File: config.mk
export PLATFORM = sky130hd
export DESIGN_NAME = lzc_seq
export DESIGN_NICKNAME = d
export VERILOG_FILES = /design/src/rtl/lzc_seq.sv
export SDC_FILE = /design/constraint.sdc
export NUM_CORES = 1
export LEC_CHECK = 0
export BUFFER_PORTS_ARGS = -buffer_cell sky130_fd_sc_hd__buf_2
export CAP_MARGIN = 20
export CORE_MARGIN = 2
export CORE_UTILIZATION = 50
export DETAILED_ROUTE_END_ITERATION = 7
export GPL_TIMING_DRIVEN = 0
export PLACE_DENSITY = 0.78
export SYNTH_ARGS = -nofsm -noshare
export SYNTH_HDL_FRONTEND = slang
export SYNTH_SLANG_ARGS = --single-unit
File: constraint.sdc
create_clock -name clk -period 3.8 [get_ports clk]
set_input_delay 0 -clock clk [delete_from_list [all_inputs] [get_ports clk]]
set_output_delay 0 -clock clk [all_outputs]
set_load 0.1 [all_outputs]
File: src/rtl/lzc_seq.sv
// ============================================================================
// Module   : lzc_seq
// Brief    : Multi-cycle leading-zero counter, scans one CHUNK-bit slice per
//            clock MSB-first through a single shared slice encoder.
// Revision : 1.0
// ============================================================================
`default_nettype none

module lzc_seq #(
    parameter int WIDTH = 32,
    parameter int CHUNK = 8,
    parameter int CW    = $clog2(WIDTH + 1)
) (
    input  logic          clk,
    input  logic          rst_n,
    input  logic          clear,
    input  logic          in_valid,
    output logic          in_ready,
    input  logic [WIDTH-1:0] in_data,
    output logic          out_valid,
    input  logic          out_ready,
    output logic [CW-1:0] out_count,
    output logic          out_zero
);

    localparam int c_NSLICE = WIDTH / CHUNK;
    localparam int c_IW     = (c_NSLICE > 1) ? $clog2(c_NSLICE) : 1;
    localparam int c_LZW    = $clog2(CHUNK);

    typedef enum logic [1:0] {
        S_IDLE = 2'd0,
        S_SCAN = 2'd1,
        S_DONE = 2'd2
    } state_t;

    state_t            r_state;
    state_t            w_next;
    logic [WIDTH-1:0]  r_sr;
    logic [CW-1:0]     r_acc;
    logic [c_IW-1:0]   r_idx;
    logic              r_zero;

    logic [CHUNK-1:0]  w_slice;
    logic [c_LZW-1:0]  w_lz;
    logic              w_nonzero;
    logic              w_last;
    logic              w_accept;

    assign w_slice   = r_sr[WIDTH-1 -: CHUNK];
    assign w_nonzero = |w_slice;
    assign w_last    = (r_idx == c_IW'(c_NSLICE - 1));
    assign w_accept  = (r_state == S_IDLE) && in_valid && !clear;

    // Ascending scan so the highest set bit is the final assignment to win.
    always_comb begin
        w_lz = '0;
        for (int i = 0; i < CHUNK; i++) begin
            if (w_slice[i]) begin
                w_lz = c_LZW'(CHUNK - 1 - i);
            end
        end
    end

    always_comb begin
        w_next = r_state;
        case (r_state)
            S_IDLE:  if (in_valid) w_next = S_SCAN;
            S_SCAN:  if (w_nonzero || w_last) w_next = S_DONE;
            S_DONE:  if (out_ready) w_next = S_IDLE;
            default: w_next = S_IDLE;
        endcase
        if (clear) begin
            w_next = S_IDLE;
        end
    end

    always_ff @(posedge clk) begin
        if (!rst_n) begin
            r_state <= S_IDLE;
            r_sr    <= '0;
            r_acc   <= '0;
            r_idx   <= '0;
            r_zero  <= 1'b0;
        end else begin
            r_state <= w_next;
            if (w_accept) begin
                r_sr  <= in_data;
                r_acc <= '0;
                r_idx <= '0;
            end else if (!clear && r_state == S_SCAN) begin
                if (w_nonzero) begin
                    r_acc  <= r_acc + CW'(w_lz);
                    r_zero <= 1'b0;
                end else if (w_last) begin
                    r_acc  <= CW'(WIDTH);
                    r_zero <= 1'b1;
                end else begin
                    r_acc <= r_acc + CW'(CHUNK);
                    r_sr  <= r_sr << CHUNK;
                    r_idx <= r_idx + c_IW'(1);
                end
            end
        end
    end

    assign in_ready  = (r_state == S_IDLE);
    assign out_valid = (r_state == S_DONE);
    assign out_count = r_acc;
    assign out_zero  = r_zero;

endmodule

`default_nettype wire
# Word level (Yosys, flattened, before mapping)
# Cells that the tools add are included.
op_classes:
  addsub: 3
  shifts: 0
  reduce_logical: 15
  n_mux: 20
  n_bitwise: 4
  multipliers: 0
  magnitude_cmp: 0
  div: 0
  n_eq_ne: 8
op_table:
  columns: ["op", "n"]
  rows:
  - ["two-way mux 32 bit", 4]
  - ["two-way mux 3 bit", 8]
  - ["two-way mux 6 bit", 2]
  - ["AND reduction 3 bit", 4]
  - ["OR reduction 8 bit", 1]
  - ["adder 6 x 3 -> 6 bit", 1]
  - ["adder 6 x 4 -> 6 bit, second input constant", 1]
  - ["two-way mux 2 bit", 3]
  - ["inequality test 2 x 1 -> 1 bit, second input constant", 3]
  - ["one-hot mux 2 bit (3 select lines)", 1]
  - ["== test 2 bit, second input constant", 2]
  - ["inequality test 2 bit, second input constant", 2]
  - ["NOT 1 bit", 4]
  - ["nonzero test 2 bit", 2]
  - ["OR reduction 2 bit", 2]
  - ["logical AND 1 bit", 3]
  - ["adder 2 x 1 -> 2 bit, second input constant", 1]
  - ["== test 2 x 1 -> 1 bit, second input constant", 1]
  - ["logical NOT 2 bit", 1]
  - ["two-way mux 1 bit", 2]
  - ["logical NOT 1 bit", 1]
  - ["logical OR 1 bit", 1]
totals:
  rom_bits: 0
  ram_bits: 0
  register_bits: 43
  in_bits: 37
  memories: 0
  wordCells: 55
  out_inout_bits: 9
  latchBits: 0

# Longest topological paths before layout
# Gate-level depths: netlist (run 1).
depth:
  word_depth: 10
  depth_mapped: 10
  mapped_depth_nobuf: 10

# Worst setup path before layout (run 1)
# Ideal clock, no wire load.
synth_path:
  path_kind: "reg2reg"
  start: "register r_acc[0], in the netlist out_count[0]"
  end: "register r_acc[3], in the netlist out_count[3]"
  synth_period_minus_slack_ns: 2.154
  arrival_ns: 2.068
  path_buffers: 0
  slack_ns: 1.646
  t_required_ns: 3.714
  setup_time_ns: 0.086
  stages_incl_launch_ff: 6
  cell_sequence: "dfxtp_1 ha_1 a21o_1 a21oi_1 or3b_2 a211oi_1"
synth_via:
  elab_chain_cells: 3
  elab_cells_between_ends: 4
  classes_between: "add/sub: 2; mux: 2"
synth_rtl:
  columns: ["item", "line", "text"]
  rows:
  - ["from (decl)", "39", "logic [CW-1:0] r_acc;"]
  - ["from (signal assigned)", "92", "r_acc <= r_acc + CW'(w_lz);"]
  - ["from (signal assigned)", "95", "r_acc <= CW'(WIDTH);"]
  - ["from (signal assigned)", "98", "r_acc <= r_acc + CW'(CHUNK);"]
  - ["adder 6 x 4 -> 6 bit", "98", null]
  - ["two-way mux 6 bit", "94", "end else if (w_last) begin"]
  - ["two-way mux 6 bit *", "91", "if (w_nonzero) begin"]
# Mark *: on every way between the ends. The rest lies on a longest branch, timed or not.
# A chain may end at the register's enable or synchronous reset.

# Worst setup path in the final report (run 1)
layout_path:
  start: "register r_sr[24]"
  end: "register r_acc[3], in the netlist out_count[3]"
layout_via:
  elab_chain_cells: 10
  elab_cells_between_ends: 11
  classes_between: "add/sub: 1; mux: 9; reduce/logical: 1"
layout_rtl:
  columns: ["item", "line", "text"]
  rows:
  - ["from (decl)", "38", "logic [WIDTH-1:0] r_sr;"]
  - ["from (signal assigned)", "87", "r_sr <= in_data;"]
  - ["from (signal assigned)", "99", "r_sr <= r_sr << CHUNK;"]
  - ["two-way mux 3 bit (8 in a row)", "58", "if (w_slice[i]) begin"]
  - ["adder 6 x 3 -> 6 bit", "92", null]
  - ["two-way mux 6 bit *", "91", null]
# Marks and branches as above.

==> insert_results.sql, run 1 <==
INSERT INTO impl_metrics (metric_group, metric, value, unit) VALUES
('detailed_routing', 'vias', '1974', ''),
('die', 'die_h', '67.5', 'um'),
('clocking', 'cts_setup_buffers', '0', ''),
('synth', 'syn_area', '2010', 'um^2'),
('placement', 'post-dp-hpwl', '3490', 'um'),
('global_route', 'grt_overflow_total', '0', ''),
('clocking', 'tritoncts', 'done', ''),
('timing', 'slew_violations', '0', ''),
('clocking', 'h-tree-depth', '2', ''),
('job', 'drv_cap', '0', ''),
('critical_path', 'crit_arrival', '2.54', 'ns'),
('synth', 'netlist-cell-type-count', '38', ''),
('detailed_routing', 'first_iter_violations', '129', ''),
('detailed_routing', 'vias_per_cell', '5.26', ''),
('finish', 'syn2layout_area_growth', '29.4', '%'),
('clocking', 'cts_root_buffer', 'sky130_fd_sc_hd__clkbuf_8', ''),
('power_and_ir_drop', 'powerDensity', '362', 'nW/um^2'),
('synth', 'synth_seq_cells', '43', ''),
('die', 'initial_utilization', '51.1', '%'),
('critical_path', 'cp.required', '4.02', 'ns'),
('die', 'design.core.area', '3940', 'um^2'),
('critical_path', 'worstSetupStartpointType', 'flop', ''),
('timing', 'final_cycle_share', '61.0', '%'),
('finish', 'final_nets', '367', ''),
('timing', 'layout_setup_ws', '1.48', 'ns'),
('timing', 'fin_skew', '0.00630', 'ns'),
('detailed_routing', 'drt-wirelength-per-cell', '13.2', 'um'),
('synth', 'netlist_instances', '250', ''),
('finish', 'diodes', '0', ''),
('timing', 'slew_headroom', '41.6', '%'),
('synth', 'synth-warning-count', '0', ''),
('clocking', 'clockBufferDepth', '2', ''),
('finish', 'number_of_filler_cells_placed_in_the_layout', '337', ''),
('finish', 'post_route_utilization', '66.1', '%'),
('timing', 'setup_viol', '0', ''),
('global_route', 'number_of_antenna_violations_at_the_first_check_in_global_routing', '0', ''),
('status', 'status', 'complete, no violations', ''),
('clocking', 'tritoncts_num_sinks', '43', ''),
('detailed_routing', 'route.detailed.drc', '0', ''),
('detailed_routing', 'antenna_left', '0', ''),
('critical_path', 'crit_end_element', 'flop', ''),
('critical_path', 'crit_fanout', '7', ''),
('timing', 'tightest_slew', '0.869', 'ns'),
('synth', 'syn-mean-instance-area', '8.06', 'um^2'),
('power_and_ir_drop', 'power.static_leakage', '0.996', 'nW'),
('detailed_routing', 'drtPass1Iterations', '4', ''),
('global_route', 'largest_net_degree_at_the_start_of_global_routing', '14', ''),
('clocking', 'clk-insertion-delay-late', '0.30', 'ns'),
('global_route', 'via_count_of_the_first_global_routing_pass', '1778', ''),
('synth', 'synth_sequential_area_ratio', '42.7', '%'),
('placement', 'place.port_buffers', '45', ''),
('timing', 'clock.fmax', '431', 'MHz'),
('placement', 'gpl.final_weighted_congestion', '0.914', ''),
('die', 'die-width', '67.5', 'um'),
('die', 'io_pins', '46', ''),
('critical_path', 'criticalPathCategory', 'reg -> reg', ''),
('worst_hold_path', 'hold_path_class', 'in -> reg', ''),
('synth', 'synth_fp_nets', '293', ''),
('global_route', 'global_route_wire_length_before_repair', '8070', 'um'),
('finish', 'layout-drive-gt1-share', '19.4', '%'),
('timing', 'hold_viol', '0', ''),
('timing', 'unrepaired_setup_endpoints_after_global_routing', 'no', ''),
('placement', 'place_worst_setup_slack', '1.54', 'ns'),
('clocking', 'tritoncts_buffer_count', '5', ''),
('detailed_routing', 'drt-total-wl', '4960', 'um'),
('global_route', 'globalRouteTotalUtil', '24.0', '%'),
('clocking', 'clk_transition_reported_paths', '0.08', 'ns'),
('die', 'rows', '23', ''),
('power_and_ir_drop', 'power.ir.vdd_worst', '0.256', 'mV'),
('timing', 'setup_tns', '0', 'ns'),
('timing', 'fin_crit', '2.32', 'ns'),
('die', 'fp.dieArea', '4550', 'um^2');
==> metrics by stage <==
stage / power (W) / instance area (um^2) / hold slack, ns / instances
final: 0.000944 / 2610 / 0.00606 / 375
after CTS: 0.000941 / 2610 / 0.00379 / 375
after global routing: 0.000990 / 2610 / 0.00431 / 375
after floorplan: 0.000596 / 2010 / 0.0787 / 250
after global placement: 0.000642 / 2300 / 0.246 / 345
after detailed placement: 0.000645 / 2300 / 0.251 / 345
==> synth_stat cells <==
| library cell | number | share of area [%] |
|---|---|---|
| sky130_fd_sc_hd__a21o_1 | 1 | 0.37 |
| sky130_fd_sc_hd__buf_6 | 2 | 1.1 |
| sky130_fd_sc_hd__clkinv_1 | 1 | 0.19 |
| sky130_fd_sc_hd__or4b_2 | 1 | 0.50 |
| sky130_fd_sc_hd__or2b_1 | 1 | 0.37 |
| sky130_fd_sc_hd__ha_1 | 5 | 3.1 |
| sky130_fd_sc_hd__nor3_1 | 7 | 1.7 |
| sky130_fd_sc_hd__nand3_1 | 14 | 3.5 |
| sky130_fd_sc_hd__nor4_4 | 1 | 1.1 |
| sky130_fd_sc_hd__or3b_1 | 1 | 0.43 |
| sky130_fd_sc_hd__o21ai_0 | 11 | 2.7 |
| sky130_fd_sc_hd__clkbuf_1 | 11 | 2.0 |
| sky130_fd_sc_hd__nand4_1 | 1 | 0.31 |
| sky130_fd_sc_hd__or4_4 | 2 | 1.1 |
| sky130_fd_sc_hd__a211oi_1 | 3 | 1.1 |
| sky130_fd_sc_hd__a21oi_1 | 27 | 6.7 |
| sky130_fd_sc_hd__fa_1 | 1 | 0.99 |
| sky130_fd_sc_hd__nor3b_1 | 1 | 0.37 |
| sky130_fd_sc_hd__xnor2_1 | 1 | 0.43 |
| sky130_fd_sc_hd__a31oi_1 | 17 | 5.3 |
| sky130_fd_sc_hd__buf_2 | 2 | 0.50 |
| sky130_fd_sc_hd__a41oi_1 | 2 | 0.87 |
| sky130_fd_sc_hd__xor2_1 | 1 | 0.43 |
| sky130_fd_sc_hd__dfxtp_1 | 43 | 43 |
| sky130_fd_sc_hd__mux2i_1 | 1 | 0.50 |
| sky130_fd_sc_hd__nor2_1 | 5 | 0.93 |
| sky130_fd_sc_hd__or3b_2 | 1 | 0.43 |
| sky130_fd_sc_hd__o21bai_1 | 2 | 0.75 |
| sky130_fd_sc_hd__nor4b_2 | 1 | 0.75 |
| sky130_fd_sc_hd__a32oi_1 | 1 | 0.43 |
| sky130_fd_sc_hd__nor4_2 | 1 | 0.62 |
| sky130_fd_sc_hd__a22oi_1 | 9 | 3.4 |
| sky130_fd_sc_hd__nand2_1 | 61 | 11 |
| sky130_fd_sc_hd__nor4_1 | 2 | 0.62 |
| sky130_fd_sc_hd__inv_1 | 6 | 1.1 |
| sky130_fd_sc_hd__a211o_1 | 1 | 0.43 |
| sky130_fd_sc_hd__o31ai_1 | 1 | 0.37 |
| sky130_fd_sc_hd__o22ai_1 | 1 | 0.31 |
==> layout by cell type, fill, tap and decap left out, drive strengths merged, types with 2 or more instances in the layout <==
cell	count
buf	49
a21oi	27
a41oi	2
dlygate4sd3	22
or3b	2
nand2	61
nor4	4
a31oi	17
dfxtp	43
or4	2
a211oi	3
nor3	7
nor2	5
a22oi	9
o21ai	11
clkinv	2
ha	5
inv	6
o21bai	2
nand3	14
clkbuf	17
==> what timing repair did <==
item | 4_1_cts | 5_1_grt
hold buffers | 22 | 0
endpoints found under the hold margin | 23 | 0
resized for setup | 0 | 0
==> sequential cells by signal, summed over array words and instances, names as in the netlist <==
| name | cells |
|---|---|
| out_zero | 1 |
| r_sr | 32 |
| out_count | 6 |
| r_idx | 2 |
| r_state | 2 |
==> cell type report <==
type	instances	area (um^2)	share of cell area, %
Sequential cell	43	861	33.0
Clock buffer	6	72.6	2.78
Buffer	15	73.8	2.83
Tap cell	50	62.6	2.40
Inverter	7	26.3	1.01
Multi-Input combinational cell	185	1050	40.4
Timing Repair Buffer	67	445	17.1
Clock inverter	2	12.5	0.480
==> metal layers <==
layer | vias up | GRT usage, % | part of all wire, %
met5 | - | 0 | 0
met2 | 43 | 35.8 | 46
met3 | 9 | 6.00 | 3.8
li1 | 1049 | - | -
met1 | 873 | 32.6 | 48
met4 | 0 | 11.0 | 2.3
==> path summary, 6_finish.rpt <==
kind / start / to / slack [ns] / cells past startpoint
worst max-delay path: r_sr[24] / out_count[3] / 1.48 / 6
worst max register to register: r_sr[24] / out_count[3] / 1.48 / 6
worst min-delay path: in_data[14] / r_sr[14] / 0.006 / 3
worst min register to register: r_sr[16] / r_sr[16] / 0.46 / 2
==> worst max-delay path, stage by stage, from the launching register on <==
cell and delay (ns):
sky130_fd_sc_hd__dfxtp_1 0.35, sky130_fd_sc_hd__nor4_2 0.63, sky130_fd_sc_hd__nor2_1 0.12, sky130_fd_sc_hd__ha_1 0.35, sky130_fd_sc_hd__a21oi_1 0.13, sky130_fd_sc_hd__or3b_2 0.46
sky130_fd_sc_hd__a211oi_1 0.20
==> power by group <==
part,internal (W),total [W],switching [W]
clock network,0.000129,0.000291,0.000163
logic,0.0000698,0.000167,0.0000971
registers,0.000471,0.000486,0.0000144
==> cells by family after synthesis <==
group                      after synthesis  share of synthesized area (%)
buffers and inverters                   22                           4.97
muxes                                    1                          0.497
AOI/OAI and AO/OA                       76                           22.7
xor gates and xnor gates                 2                          0.870
DFF                                     43                           42.7
adders and majority gates                6                           4.10
and+or+nand+nor                        100                           24.1
No activity file was read; power rests on OpenSTA's default activity.
==> run 2, diff against run 1 <==
- clock period: 3.8 -> 2.15 ns (I/O delays scaled with it)
==> insert_results.sql, run 2 (synthesized netlist as in run 1, its figures left out) <==
INSERT INTO impl_metrics (metric_group, metric, value, unit) VALUES
('finish', 'syn2layout_area_growth', '34.8', '%'),
('finish', 'diodes', '0', ''),
('critical_path', 'critPathTopFamily', 'simple AND/OR/NAND/NOR gates', ''),
('critical_path', 'cp_cell_sequence', 'or4_4, nor2_1, ha_1, a21oi_2, a211oi_1, a211oi_2', ''),
('clocking', 'tritoncts_num_sinks', '43', ''),
('die', 'design.core.area', '3940', 'um^2'),
('finish', 'post_route_utilization', '68.9', '%'),
('finish', 'flip_flop_and_latch_area', '867', 'um^2'),
('timing', 'unrepaired_setup_endpoints_after_global_routing', 'yes', ''),
('die', 'rows', '23', ''),
('die', 'initial_utilization', '51.1', '%'),
('finish', 'layout-drive-gt1-share', '24.5', '%'),
('placement', 'gpl.final_weighted_congestion', '0.852', ''),
('finish', 'multiInputGateArea', '1110', 'um^2'),
('critical_path', 'crit_arrival', '2.30', 'ns'),
('die', 'die_h', '67.5', 'um'),
('global_route', 'number_of_antenna_violations_at_the_first_check_in_global_routing', '0', ''),
('global_route', 'global_route_wire_length_before_repair', '8470', 'um'),
('detailed_routing', 'vias', '2050', ''),
('detailed_routing', 'drt-wirelength-per-cell', '13.8', 'um'),
('clocking', 'clk_transition_reported_paths', '0.09', 'ns'),
('detailed_routing', 'drtPass1Iterations', '4', ''),
('timing', 'whs', '0.0104', 'ns'),
('timing', 'clock.fmax', '485', 'MHz'),
('job', 'drv_cap', '0', ''),
('timing', 'fin_crit', '2.06', 'ns'),
('finish', 'final_nets', '372', ''),
('critical_path', 'crit_end_element', 'flop', ''),
('timing', 'slew_violations', '0', ''),
('die', 'fp.dieArea', '4550', 'um^2'),
('critical_path', 'criticalPathCategory', 'reg -> reg', ''),
('status', 'status', 'complete, no violations', ''),
('timing', 'setup_viol', '0', ''),
('clocking', 'cts_root_buffer', 'sky130_fd_sc_hd__clkbuf_8', ''),
('timing', 'final_cycle_share', '95.9', '%'),
('critical_path', 'standard_cell_with_the_maximum_stage_delay_on_the_critical_path', 'sky130_fd_sc_hd__or4_4', ''),
('critical_path', 'regToRegSetupSlack', '0.09', 'ns'),
('detailed_routing', 'drt-total-wl', '5230', 'um'),
('global_route', 'via_count_of_the_first_global_routing_pass', '1827', ''),
('critical_path', 'regToRegStartpoint', 'r_sr[31]', ''),
('timing', 'fin_skew', '0.0143', 'ns'),
('critical_path', 'crit_fanout', '5', ''),
('clocking', 'tritoncts_buffer_count', '5', ''),
('placement', 'place_worst_setup_slack', '-0.0973', 'ns'),
('clocking', 'h-tree-depth', '2', ''),
('finish', 'most_common_cell_after_layout_fill_and_taps_aside', 'sky130_fd_sc_hd__nand2_1', ''),
('power_and_ir_drop', 'powerDensity', '624', 'nW/um^2'),
('critical_path', 'timing.critical_path.to', 'out_count[3]', ''),
('critical_path', 'worstSetupStartpointType', 'flop', ''),
('critical_path', 'biggest_cell_delay_along_the_critical_path', '0.61', 'ns'),
('finish', 'largest_register_ff_count', '32', ''),
('detailed_routing', 'route.detailed.drc', '0', ''),
('clocking', 'clockBufferDepth', '2', ''),
('die', 'io_pins', '46', ''),
('critical_path', 'worstRegToRegCells', '6', ''),
('finish', 'largest-register', 'r_sr', ''),
('timing', 'tightest_slew', '0.641', 'ns'),
('global_route', 'largest_net_degree_at_the_start_of_global_routing', '14', ''),
('critical_path', 'rr_endpoint', 'out_count[3]', ''),
('global_route', 'grt_overflow_total', '0', ''),
('critical_path', 'timing.critical_path.from', 'r_sr[31]', ''),
('placement', 'place.port_buffers', '45', ''),
('finish', 'most-common-layout-cells', '61 x sky130_fd_sc_hd__nand2_1, 47 x sky130_fd_sc_hd__buf_2, 40 x sky130_fd_sc_hd__dfxtp_1', ''),
('placement', 'post-dp-hpwl', '3510', 'um'),
('finish', 'number_of_filler_cells_placed_in_the_layout', '317', ''),
('detailed_routing', 'first_iter_violations', '124', ''),
('timing', 'layout_setup_ws', '0.0889', 'ns'),
('detailed_routing', 'vias_per_cell', '5.39', ''),
('clocking', 'tritoncts', 'done', ''),
('power_and_ir_drop', 'power.static_leakage', '1.03', 'nW'),
('die', 'die-width', '67.5', 'um'),
('power_and_ir_drop', 'power.ir.vdd_worst', '0.578', 'mV'),
('critical_path', 'cp.depth', '6', ''),
('detailed_routing', 'antenna_left', '0', ''),
('worst_hold_path', 'hold_path_class', 'in -> reg', ''),
('timing', 'slew_headroom', '56.7', '%'),
('critical_path', 'cp.buffers_inverters', '0', ''),
('critical_path', 'cp.required', '2.38', 'ns'),
('global_route', 'globalRouteTotalUtil', '24.9', '%'),
('clocking', 'clk-insertion-delay-late', '0.31', 'ns'),
('timing', 'hold_viol', '0', '');
-- run 2: changes by cell type in the layout (fill, tap and decap cells not counted), sizes merged --
| cell | change |
|---|---|
| buf | +3 |
| dlygate4sd3 | +2 |
-- run 2: final cells by class --
class / count / share of cell area, %
clock buffers: 6 / 2.67
repair buffers: 72 / 18.0
plain buffers: 15 / 2.76
flip-flops and latches: 43 / 31.9
inverters: 7 / 0.967
multi-input cells: 185 / 40.9
well taps: 50 / 2.30
clock inverters: 2 / 0.461
-- run 2: how the worst min path moves through the flow --
stage | startpoint | endpoint | slack, ns | cells after the start
final | in_data[19] | r_sr[19] | 0.01 | 3
after global routing | in_data[19] | r_sr[19] | 0.02 | 3
after CTS | in_data[9] | r_sr[9] | 0.003 | 3
after detailed placement | in_data[3] | r_sr[3] | 0.25 | 3
after global placement | in_data[3] | r_sr[3] | 0.25 | 3
after floorplan | clear | r_state[0] | 0.08 | 1
-- run 2: tightest hold or removal path, delay by kind of cell --
family                 cells  cell delay, ns
AOI/OAI and AO/OA          2            0.20
buffers and inverters      1            0.09
-- run 2: metal layers --
| layer | GRT usage, % | vias up | wire length, um |
|---|---|---|---|
| li1 | - | 1059 | - |
| met1 | 33.3 | 932 | 2350 |
| met2 | 38.5 | 54 | 2540 |
| met3 | 5.50 | 5 | 264 |
| met4 | 10.5 | 0 | 74 |
| met5 | 0 | - | 0 |
-- run 2: stage by stage --
stage	power, W	cell area (um^2)	TNS (ns)	instances
floorplan	0.00105	2020	0	250
global placement	0.00113	2300	-0.235	345
detailed placement	0.00114	2300	-0.309	345
CTS	0.00168	2660	0	377
global route	0.00177	2720	-0.00731	380
finish	0.00170	2720	0	380
-- run 2: what timing repair did --
| item | 4_1_cts | 5_1_grt |
|---|---|---|
| endpoints found under the hold margin | 25 | 0 |
| endpoints found under the setup margin | 11 | 24 |
| hold buffers | 24 | 0 |
| resized for setup | 7 | 10 |
| setup buffers | 0 | 3 |
| pin swaps | 2 | 6 |
| cloned | 0 | 0 |
-- run 2: where the power goes --
group	internal (W)	switching, W	leakage [nW]
Combinational	0.000136	0.000179	0.641
Sequential	0.000833	0.0000286	0.352
Clock	0.000227	0.000291	0.0412
